--- config.mk ---
export PLATFORM = sky130hd
export DESIGN_NAME = slow_pkt_reader
export DESIGN_NICKNAME = d
export VERILOG_FILES = /design/src/rtl/abpm_pkt_pkg.sv /design/src/rtl/slow_pkt_reader_sat_cnt16.sv /design/src/rtl/slow_pkt_reader.sv
export SDC_FILE = /design/constraint.sdc
export NUM_CORES = 1
export LEC_CHECK = 0
export CORE_MARGIN = 5
export CORE_UTILIZATION = 63
export CTS_CLUSTER_DIAMETER = 100
export DETAILED_ROUTE_END_ITERATION = 6
export DONT_BUFFER_PORTS = 1
export PLACE_DENSITY_LB_ADDON = 0.15
export SETUP_SLACK_MARGIN = 0.2
export SLEW_MARGIN = 20
export SYNTH_ARGS = -nofsm -noshare
export SYNTH_HDL_FRONTEND = slang
export SYNTH_SLANG_ARGS = --single-unit
--- constraint.sdc ---
create_clock -name clk -period 41.3 [get_ports clk]
set_input_delay 6.195 -clock clk [delete_from_list [all_inputs] [get_ports clk]]
set_output_delay 6.195 -clock clk [all_outputs]
set_load 0.01 [all_outputs]
--- src/rtl/abpm_pkt_pkg.sv ---
// Shared definitions for the ABPM slow-FIFO packet stream.
// The writer-side packer and the reader both use these definitions.
package abpm_pkt_pkg;

  localparam logic [31:0] PID       = 32'h4142504D;
  localparam int          PKT_WORDS = 16;

  // Word positions inside one packet
  localparam int W_PID   = 0;
  localparam int W_EVT   = 1;
  localparam int W_XY    = 2;
  localparam int W_S     = 3;
  localparam int W_PA    = 4;
  localparam int W_PB    = 5;
  localparam int W_PC    = 6;
  localparam int W_PD    = 7;
  localparam int W_MAXAB = 8;
  localparam int W_MAXCD = 9;
  localparam int W_XYCAL = 10;
  localparam int W_PAD   = 11;
  localparam int W_CALPA = 12;
  localparam int W_CALPB = 13;
  localparam int W_DRA   = 14;
  localparam int W_DRB   = 15;

  typedef enum logic [1:0] {
    S_IDLE   = 2'd0,
    S_HUNT   = 2'd1,
    S_BODY   = 2'd2,
    S_COMMIT = 2'd3
  } state_e;

endpackage

--- src/rtl/slow_pkt_reader_sat_cnt16.sv ---
// 16-bit event counter that sticks at all-ones instead of wrapping.
module sat_cnt16 (
  input  logic        clk,
  input  logic        rst,
  input  logic        inc_i,
  output logic [15:0] cnt_o
);

  logic [15:0] cnt_q;
  logic [15:0] cnt_d;

  // Next count: step by one unless already saturated
  always_comb begin
    cnt_d = cnt_q;
    if (inc_i && (cnt_q != 16'hFFFF)) begin
      cnt_d = cnt_q + 16'd1;
    end else begin
      cnt_d = cnt_q;
    end
  end

  // Count register
  always_ff @(posedge clk) begin
    if (rst) begin
      cnt_q <= 16'd0;
    end else begin
      cnt_q <= cnt_d;
    end
  end

  assign cnt_o = cnt_q;

endmodule

--- src/rtl/slow_pkt_reader.sv ---
// Consumer of the ABPM slow-FIFO packet stream. Pulls one 16-word packet per
// event, resynchronises on the PID word after framing loss, checks event
// continuity and pad words, and holds the last good packet for the register map.
module slow_pkt_reader #(
  parameter int          SFIFO_WIDTH = 32,
  parameter int          DATA_WIDTH  = 16,
  parameter int          PKT_WORDS   = 16,
  parameter int          CNT_WIDTH   = 6,
  parameter logic [31:0] PID         = 32'h4142504D
) (
  input  logic                   clk,
  input  logic                   rst,
  input  logic                   enable,
  input  logic [SFIFO_WIDTH-1:0] fifo_dout,
  input  logic [CNT_WIDTH-1:0]   fifo_rd_count,
  output logic                   fifo_rd,
  output logic                   pkt_valid,
  output logic [DATA_WIDTH-1:0]  evt_cnt,
  output logic [DATA_WIDTH-1:0]  status,
  output logic [DATA_WIDTH-1:0]  x_pos,
  output logic [DATA_WIDTH-1:0]  y_pos,
  output logic [DATA_WIDTH-1:0]  s_sum,
  output logic [SFIFO_WIDTH-1:0] power_a,
  output logic [SFIFO_WIDTH-1:0] power_b,
  output logic [SFIFO_WIDTH-1:0] power_c,
  output logic [SFIFO_WIDTH-1:0] power_d,
  input  logic [3:0]             word_sel,
  output logic [SFIFO_WIDTH-1:0] word_out,
  output logic [15:0]            sync_err_cnt,
  output logic [15:0]            evt_gap_cnt,
  output logic                   pad_err
);

  import abpm_pkt_pkg::*;

  localparam int                   IDX_W    = $clog2(PKT_WORDS);
  localparam logic [IDX_W-1:0]     LAST_IDX = IDX_W'(PKT_WORDS - 1);
  localparam logic [CNT_WIDTH-1:0] CNT_FULL = CNT_WIDTH'(PKT_WORDS);

  state_e                 state_q, state_d;
  logic                   rd_s;
  logic                   rd_pend_q;
  logic [IDX_W-1:0]       rd_left_q, rd_left_d;
  logic [IDX_W-1:0]       rx_idx_q, rx_idx_d;
  logic                   burst_q, burst_d;
  logic                   hunt_err_q, hunt_err_d;
  logic [1:0]             guard_q, guard_d;
  logic                   pid_hit_s, cap_s, commit_s, sync_inc_s, gap_s, pad_s;
  logic [DATA_WIDTH-1:0]  evt_next_s;

  logic [SFIFO_WIDTH-1:0] buf_q [PKT_WORDS];
  logic [SFIFO_WIDTH-1:0] pkt_s [PKT_WORDS];
  logic [SFIFO_WIDTH-1:0] raw_q [PKT_WORDS];

  logic                   pkt_valid_q;
  logic [DATA_WIDTH-1:0]  evt_cnt_q, status_q, x_pos_q, y_pos_q, s_sum_q;
  logic [SFIFO_WIDTH-1:0] power_a_q, power_b_q, power_c_q, power_d_q;
  logic [SFIFO_WIDTH-1:0] word_out_q;
  logic                   pad_err_q;
  logic                   seen_q;

  // Read sequencing: start, PID hunt, 15-word burst, commit and guard
  always_comb begin
    state_d    = state_q;
    rd_s       = 1'b0;
    rd_left_d  = rd_left_q;
    rx_idx_d   = rx_idx_q;
    burst_d    = burst_q;
    hunt_err_d = hunt_err_q;
    guard_d    = guard_q;
    pid_hit_s  = 1'b0;
    cap_s      = 1'b0;
    commit_s   = 1'b0;
    sync_inc_s = 1'b0;
    case (state_q)
      S_IDLE: begin
        hunt_err_d = 1'b0;
        if (guard_q != 2'd0) begin
          guard_d = guard_q - 2'd1;
        end else if (enable && (fifo_rd_count >= CNT_FULL)) begin
          rd_s    = 1'b1;
          state_d = S_HUNT;
        end else begin
          state_d = S_IDLE;
        end
      end
      S_HUNT: begin
        // Only one read in flight here, so junk drains at one word per two cycles
        if (rd_pend_q) begin
          if (fifo_dout == PID) begin
            pid_hit_s  = 1'b1;
            state_d    = S_BODY;
            rd_left_d  = LAST_IDX;
            rx_idx_d   = {{(IDX_W-1){1'b0}}, 1'b1};
            burst_d    = 1'b0;
            hunt_err_d = 1'b0;
          end else begin
            sync_inc_s = ~hunt_err_q;
            hunt_err_d = 1'b1;
          end
        end else if (fifo_rd_count != {CNT_WIDTH{1'b0}}) begin
          rd_s = 1'b1;
        end else begin
          rd_s = 1'b0;
        end
      end
      S_BODY: begin
        if (rd_pend_q) begin
          cap_s = 1'b1;
          if (rx_idx_q == LAST_IDX) begin
            commit_s = 1'b1;
            state_d  = S_COMMIT;
          end else begin
            rx_idx_d = rx_idx_q + {{(IDX_W-1){1'b0}}, 1'b1};
          end
        end else begin
          cap_s = 1'b0;
        end
        // Full-packet count is required once; after that the burst runs back to back
        if ((burst_q || (fifo_rd_count >= CNT_FULL)) &&
            (rd_left_q != {IDX_W{1'b0}}) && (fifo_rd_count != {CNT_WIDTH{1'b0}})) begin
          rd_s      = 1'b1;
          burst_d   = 1'b1;
          rd_left_d = rd_left_q - {{(IDX_W-1){1'b0}}, 1'b1};
        end else begin
          rd_s = 1'b0;
        end
      end
      S_COMMIT: begin
        guard_d = 2'd2;
        state_d = S_IDLE;
      end
      default: begin
        state_d = S_IDLE;
      end
    endcase
  end

  // Control state registers; reset also drops any read still in flight
  always_ff @(posedge clk) begin
    if (rst) begin
      state_q    <= S_IDLE;
      rd_pend_q  <= 1'b0;
      rd_left_q  <= {IDX_W{1'b0}};
      rx_idx_q   <= {IDX_W{1'b0}};
      burst_q    <= 1'b0;
      hunt_err_q <= 1'b0;
      guard_q    <= 2'd0;
    end else begin
      state_q    <= state_d;
      rd_pend_q  <= rd_s;
      rd_left_q  <= rd_left_d;
      rx_idx_q   <= rx_idx_d;
      burst_q    <= burst_d;
      hunt_err_q <= hunt_err_d;
      guard_q    <= guard_d;
    end
  end

  // Assembly buffer for the packet in progress
  always_ff @(posedge clk) begin
    if (rst) begin
      for (int i = 0; i < PKT_WORDS; i++) begin
        buf_q[i] <= {SFIFO_WIDTH{1'b0}};
      end
    end else begin
      if (pid_hit_s) begin
        buf_q[W_PID] <= fifo_dout;
      end
      if (cap_s) begin
        buf_q[rx_idx_q] <= fifo_dout;
      end
    end
  end

  // Complete packet view at commit: last word comes straight from the FIFO
  always_comb begin
    for (int i = 0; i < PKT_WORDS; i++) begin
      pkt_s[i] = buf_q[i];
    end
    pkt_s[PKT_WORDS-1] = fifo_dout;
  end

  // Continuity and pad checks on the packet being committed
  always_comb begin
    evt_next_s = evt_cnt_q + {{(DATA_WIDTH-1){1'b0}}, 1'b1};
    gap_s      = commit_s && seen_q && (pkt_s[W_EVT][DATA_WIDTH-1:0] != evt_next_s);
    pad_s      = (pkt_s[W_S][DATA_WIDTH-1:0] != {DATA_WIDTH{1'b0}}) ||
                 (pkt_s[W_PAD] != {SFIFO_WIDTH{1'b0}});
  end

  // Published fields, raw copy and flags; only a full packet ever updates them
  always_ff @(posedge clk) begin
    if (rst) begin
      pkt_valid_q <= 1'b0;
      evt_cnt_q   <= {DATA_WIDTH{1'b0}};
      status_q    <= {DATA_WIDTH{1'b0}};
      x_pos_q     <= {DATA_WIDTH{1'b0}};
      y_pos_q     <= {DATA_WIDTH{1'b0}};
      s_sum_q     <= {DATA_WIDTH{1'b0}};
      power_a_q   <= {SFIFO_WIDTH{1'b0}};
      power_b_q   <= {SFIFO_WIDTH{1'b0}};
      power_c_q   <= {SFIFO_WIDTH{1'b0}};
      power_d_q   <= {SFIFO_WIDTH{1'b0}};
      word_out_q  <= {SFIFO_WIDTH{1'b0}};
      pad_err_q   <= 1'b0;
      seen_q      <= 1'b0;
      for (int i = 0; i < PKT_WORDS; i++) begin
        raw_q[i] <= {SFIFO_WIDTH{1'b0}};
      end
    end else begin
      pkt_valid_q <= commit_s;
      word_out_q  <= raw_q[word_sel];
      if (commit_s) begin
        evt_cnt_q <= pkt_s[W_EVT][DATA_WIDTH-1:0];
        status_q  <= pkt_s[W_EVT][SFIFO_WIDTH-1 -: DATA_WIDTH];
        x_pos_q   <= pkt_s[W_XY][SFIFO_WIDTH-1 -: DATA_WIDTH];
        y_pos_q   <= pkt_s[W_XY][DATA_WIDTH-1:0];
        s_sum_q   <= pkt_s[W_S][SFIFO_WIDTH-1 -: DATA_WIDTH];
        power_a_q <= pkt_s[W_PA];
        power_b_q <= pkt_s[W_PB];
        power_c_q <= pkt_s[W_PC];
        power_d_q <= pkt_s[W_PD];
        pad_err_q <= pad_err_q | pad_s;
        seen_q    <= 1'b1;
        for (int i = 0; i < PKT_WORDS; i++) begin
          raw_q[i] <= pkt_s[i];
        end
      end
    end
  end

  sat_cnt16 u_sync_cnt (
    .clk   (clk),
    .rst   (rst),
    .inc_i (sync_inc_s),
    .cnt_o (sync_err_cnt)
  );

  sat_cnt16 u_gap_cnt (
    .clk   (clk),
    .rst   (rst),
    .inc_i (gap_s),
    .cnt_o (evt_gap_cnt)
  );

  // Reads are held off while reset is applied so no words are consumed blindly
  assign fifo_rd   = rd_s & ~rst;
  assign pkt_valid = pkt_valid_q;
  assign evt_cnt   = evt_cnt_q;
  assign status    = status_q;
  assign x_pos     = x_pos_q;
  assign y_pos     = y_pos_q;
  assign s_sum     = s_sum_q;
  assign power_a   = power_a_q;
  assign power_b   = power_b_q;
  assign power_c   = power_c_q;
  assign power_d   = power_d_q;
  assign word_out  = word_out_q;
  assign pad_err   = pad_err_q;

endmodule

# Word-level counts from Yosys, hierarchy flattened
# Memories as Yosys holds them, arrays and structs flattened. A register that Yosys moved wholly into a read port is not among the register bits.
# Index checks and enable logic that the tools add are counted.
[word_totals]
ff_bits = 258
ram_bits = 1024
out_inout_bits = 275
wordCells = 164
n_memories = 2
[mem_list]
columns = ["name", "words", "word_bits", "rd", "rd_ports_with_merged_regs", "wr", "line_no", "rtl"]
rows = [
  ["buf_q", 16, 32, 15, 0, 16, "slow_pkt_reader.sv:51", "logic [SFIFO_WIDTH-1:0] buf_q [PKT_WORDS];"],
  ["raw_q", 16, 32, 1, 1, 16, "slow_pkt_reader.sv:53", "logic [SFIFO_WIDTH-1:0] raw_q [PKT_WORDS];"],
]
[op_classes]
n_addsub = 6
magnitude_cmp = 1
eq_ne = 16
mux = 73
n_bitwise = 21
n_reduce_logical = 24
[op_table]
columns = ["operator", "n"]
rows = [
  ["$mux W32", 18],
  ["$add A16 B1 Y16 const B", 3],
  ["$mux W1", 34],
  ["$eq A32 B31 Y1 const B", 1],
  ["$mux W4", 8],
  ["$ne A16 B16 Y1 const B", 2],
  ["$reduce_bool A32 Y1", 1],
  ["$reduce_or A32 Y1", 1],
  ["$or A1 B1 Y1", 18],
  ["$ne A16 B16 Y1", 1],
  ["$ne A2 B2 Y1 const B", 8],
  ["$pmux W4 S2", 2],
  ["$reduce_bool A16 Y1", 1],
  ["$mux W2", 6],
  ["$reduce_and A5 Y1", 2],
  ["$pmux W2 S4", 1],
  ["$reduce_bool A2 Y1", 4],
  ["$logic_and A1 B1 Y1", 7],
  ["$ge A6 B5 Y1 const B", 1],
  ["$reduce_bool A6 Y1", 1],
  ["$add A4 B1 Y4 const B", 1],
  ["$eq A2 B2 Y1 const B", 2],
  ["$eq A4 B4 Y1 const B", 1],
  ["$pmux W1 S2", 2],
  ["12 further kinds", 15],
]

# Logic depth before layout (Yosys ltp)
[depth]
depth_word = 9
mapped_depth = 10
ltp_nobuf = 8

# Modules after synthesis
# Synthesis repeated with hierarchy kept, for this count alone.
[hier_totals]
cells_unflattened = 3296
hier_area_um2 = 50648.6
[by_module_without_submodules]
columns = ["mod", "instances", "cells_each", "area_each_um2", "seq_area_each_um2"]
rows = [
  ["slow_pkt_reader", 1, 3098, 48951.9, 34953.5],
  ["sat_cnt16", 2, 99, 848.3, 320.3],
]

# Worst setup path before layout
# OpenSTA, ideal clock, no wires.
[synth_timing]
kind = "input to register"
start = "input port rst"
end = "memory raw_q[0][0] (enable)"
setup_ns = 0.856
arrival_time_ns = 16.769
t_required_ns = 40.444
path_slack_ns = 23.675
stages = 5
path_buffers = 3
path_cell_list = "clkbuf_1 nor2_1 clkbuf_1 clkbuf_1 inv_1"
[synth_lines]
columns = ["element", "line_no", "rtl"]
rows = [
  ["from (decl)", "slow_pkt_reader.sv:12", "input logic rst,"],
  ["to (decl)", "slow_pkt_reader.sv:53", ""],
]

# Worst setup path after layout
[layout_timing]
start = "input port fifo_rd_count[3]"
end = "output port fifo_rd"
[layout_via]
elab_chain_cells = 7
elab_cells_between_ends = 13
[layout_lines]
columns = ["element", "line_no", "rtl"]
rows = [
  ["from (decl)", "slow_pkt_reader.sv:15", "input logic [CNT_WIDTH-1:0] fifo_rd_count,"],
  ["$ge A6 B5 Y1", "slow_pkt_reader.sv:80, slow_pkt_reader.sv:120", ""],
  ["$logic_or A1 B1 Y1", "slow_pkt_reader.sv:120", "if ((burst_q || (fifo_rd_count >= CNT_FULL)) &&"],
  ["$logic_and A1 B1 Y1", "slow_pkt_reader.sv:120", ""],
  ["$logic_and A1 B1 Y1", "slow_pkt_reader.sv:121", "(rd_left_q != {IDX_W{1'b0}}) && (fifo_rd_count != {CNT_WIDTH{1'b0}})) begin"],
  ["$mux W1", "slow_pkt_reader.sv:120", ""],
  ["$pmux W1 S3 (*)", "slow_pkt_reader.sv:75", "case (state_q)"],
  ["$and A1 B1 Y1 (*)", "slow_pkt_reader.sv:248", "assign fifo_rd = rd_s & ~rst;"],
  ["to (decl)", "slow_pkt_reader.sv:16", "output logic fifo_rd,"],
]
# Mark *: on every way between the ends. The rest lies on a longest branch, timed or not.

==> impl_metrics.tcl <==
set metrics [dict create \
    coreArea_sq_mm 0.0793 \
    grt_max_degree 299 \
    crit_path_max_fanout 4 \
    cts_tree "built" \
    grt_pass1_vias 27000 \
    slew_headroom 0.262 \
    finalHoldViolations 0 \
    die_x_um 293 \
    finalSetupTns_ns 0 \
    row_count 103 \
    cts_sinks 1282 \
    peakVddDrop_v 0.0000335 \
    overflow 0 \
    yosys_register_bits 1282 \
    fin_skew_ns 0.0272 \
    routed_via_density 6.12 \
    hold_end "guard_q[1]" \
    async_flop_share 0 \
    die_y_um 293 \
    ff2ff_setup_slack_ns 36.38 \
    gp_congestion 0.865 \
    initial_utilization 0.637 \
    die-area_sq_mm 0.0859 \
    required_ns 35.10 \
    final_nets 3275 \
    htreeDepth 4 \
    syn_inst 3276 \
    leakagePower_uw 0.0215 \
    drv_slew 0 \
    r2r-end "raw_q[4][21]" \
    synth_edf_count 992 \
    max_freq_mhz 75.9 \
    setup.worst_path.end_class "output port" \
    postLayoutCellArea_sq_mm 0.0557 \
    clk_path_buf_depth 3 \
    grt_usage 0.276 \
    cap_violations 0 \
    routed_wl_um 119000 \
    fill_cells 5050 \
    io_pins 320 \
    firstDrtPassIters 6 \
    run_status "finished clean" \
    r2r_cells 8 \
    synth_nets 3335 \
    cts_buffers 132 \
    crit_type "in2out" \
    synth_cell_types 66 \
    arrival_ns 6.99 \
    post-cts-setup-buffers 0 \
    cts_root_buffer "clkbuf_16" \
    antenna_left 0 \
    drive_above_1_share 0.131 \
    synthesis.area_sq_mm 0.0505 \
    setup_violations 0 \
    path_clk_slew_ns 0.06 \
    wire_per_inst_um 27.1 \
    place_area_sq_mm 0.0512 \
    synth_area_per_cell_sq_um 15.4 \
    clk_latency_ns 0.72 \
    multi_input_area_sq_mm 0.0140 \
    layout_min_cycle_time_ns 13.18 \
    hold_start "guard_q[1]" \
    yosys_warnings 0 \
    power.density_mw_per_mm2 50.0 \
    dp_hpwl_um 72600 \
    grt_setup_unrepaired "no" \
    drtIter0Drc 2932 \
    critPathLaunchType "input port" \
    cts_resized 0 \
    antenna_found_initial 19 \
    cts_hold_buf 0 \
    synth-seq-area-share 0.705 \
    drc_errors 0 \
    hold_path.class "reg2reg" \
    io_buffers 0 \
    max_slew.worst_pin.slew_ns 1.11 \
    final-seq-area_sq_mm 0.0356 \
    r2r-start "state_q[0]" \
    num_vias 26800 \
    hold_depth 2 \
    synth-main-ff-cell "edfxtp_1" \
    area_delta_synth_final_pct 10.4 \
    grt_pass1_wl_um 175000 \
    finalCritPeriodShare 0.319 \
]
-- area by class of cell --
| class | count | share of cell area |
|---|---|---|
| inverters | 19 | 0.00150 |
| clock buffers | 195 | 0.0722 |
| diodes | 3 | 0.000135 |
| well taps | 1050 | 0.0236 |
| repair buffers | 24 | 0.00353 |
| clock inverters | 50 | 0.00824 |
| flip-flops and latches | 1282 | 0.639 |
| multi-input cells | 1757 | 0.252 |
-- sequential cells by signal, summed over array words and instances, names as in the netlist, 32 cells and up --
| register | count |
|---|---|
| power_c | 32 |
| power_b | 32 |
| power_d | 32 |
| power_a | 32 |
| buf_q | 480 |
| raw_q | 512 |
| word_out | 32 |
-- synthesized netlist by cell type (all sizes together) (5+ instances only) --
library cell	instances	share of area
a21o	209	0.031
a21oi	18	0.0018
a311oi	5	0.00087
and2	803	0.10
and3	9	0.0011
and4	10	0.0018
buf	23	0.0022
clkbuf	195	0.015
dfxtp	290	0.12
edfxtp	992	0.59
ha	14	0.0035
inv	19	0.0014
mux2	5	0.0011
mux2i	6	0.0012
mux4	160	0.071
nand2	29	0.0022
nand2b	7	0.00087
nand3	18	0.0019
nand4	24	0.0031
nor2	54	0.0040
nor2b	231	0.029
nor3	12	0.0013
nor4	16	0.0020
nor4b	6	0.0010
o21ai	12	0.0012
o31ai	9	0.0013
or2	15	0.0019
or3	9	0.0011
or4	8	0.0012
xnor2	12	0.0021
xor2	20	0.0035
-- through the flow --
stage,utilization,hold slack [ns],setup slack [ns],power (uW),instances
3_3_place_gp,0.646,0.458,28.17,1600,4132
2_1_floorplan,-,0.447,23.68,1590,3276
5_1_grt,0.703,0.508,28.00,2870,4377
3_5_place_dp,0.646,0.475,28.13,1610,4132
6_report,0.703,0.491,28.12,2780,4380
4_1_cts,0.703,0.483,28.12,2800,4377
-- layout by cell type, fill, tap and decap left out, drive strengths merged, types with 5 or more instances in the layout --
| cell | count |
|---|---|
| edfxtp | 992 |
| and2 | 803 |
| dfxtp | 290 |
| nor2b | 231 |
| a21o | 209 |
| clkbuf | 195 |
| mux4 | 160 |
| nor2 | 54 |
| clkinv | 39 |
| nand2 | 29 |
| nand4 | 24 |
| buf | 24 |
| inv | 21 |
| xor2 | 20 |
| a21oi | 18 |
| nand3 | 18 |
| nor4 | 16 |
| or2 | 15 |
| ha | 14 |
| xnor2 | 12 |
| o21ai | 12 |
| nor3 | 12 |
| and4 | 10 |
| or3 | 9 |
| and3 | 9 |
| o31ai | 9 |
| or4 | 8 |
| nand2b | 7 |
| nor4b | 6 |
| mux2i | 6 |
| a311oi | 5 |
| bufinv | 5 |
| mux2 | 5 |
-- power breakdown --
group | switching [uW] | internal, uW
logic | 68.8 | 50.7
registers | 20.6 | 1440
clock network | 490 | 710
-- metal layers --
metal | track usage | wire [um] | vias to the layer above
li1 | - | - | 11700
met1 | 0.378 | 46400 | 13700
met2 | 0.425 | 55400 | 1212
met3 | 0.0998 | 13800 | 186
met4 | 0.0794 | 2960 | 6
met5 | 0 | 41 | -
-- worst max path at each step --
stage / endpoint / slack (ns) / from / depth (start not counted)
after global placement: fifo_rd / 28.17 / fifo_rd_count[2] / 4
after CTS: fifo_rd / 28.12 / fifo_rd_count[3] / 4
after global routing: fifo_rd / 28.00 / fifo_rd_count[3] / 4
after floorplan: raw_q[0][0] / 23.68 / rst / 5
after detailed placement: fifo_rd / 28.13 / fifo_rd_count[3] / 4
final: fifo_rd / 28.12 / fifo_rd_count[3] / 4
-- worst max-delay path, stage by stage --
cell and delay, ns:
nor4_1 0.32, nand2_1 0.12, nand4_1 0.17, a311oi_1 0.17
-- logic make-up (layout without fill, tap and decap cells) --
group,after synthesis,after routing,share of synthesized area
AOI/OAI and AO/OA,280,280,0.0406
and+or+nand+nor,1260,1260,0.153
buffers and inverters,237,288,0.0181
xor gates and xnor gates,32,32,0.00555
muxes,171,171,0.0737
adders and majority gates,14,14,0.00347
other,0,3,0
DFF,1282,1282,0.705
(Power assumes the default switching activity.)
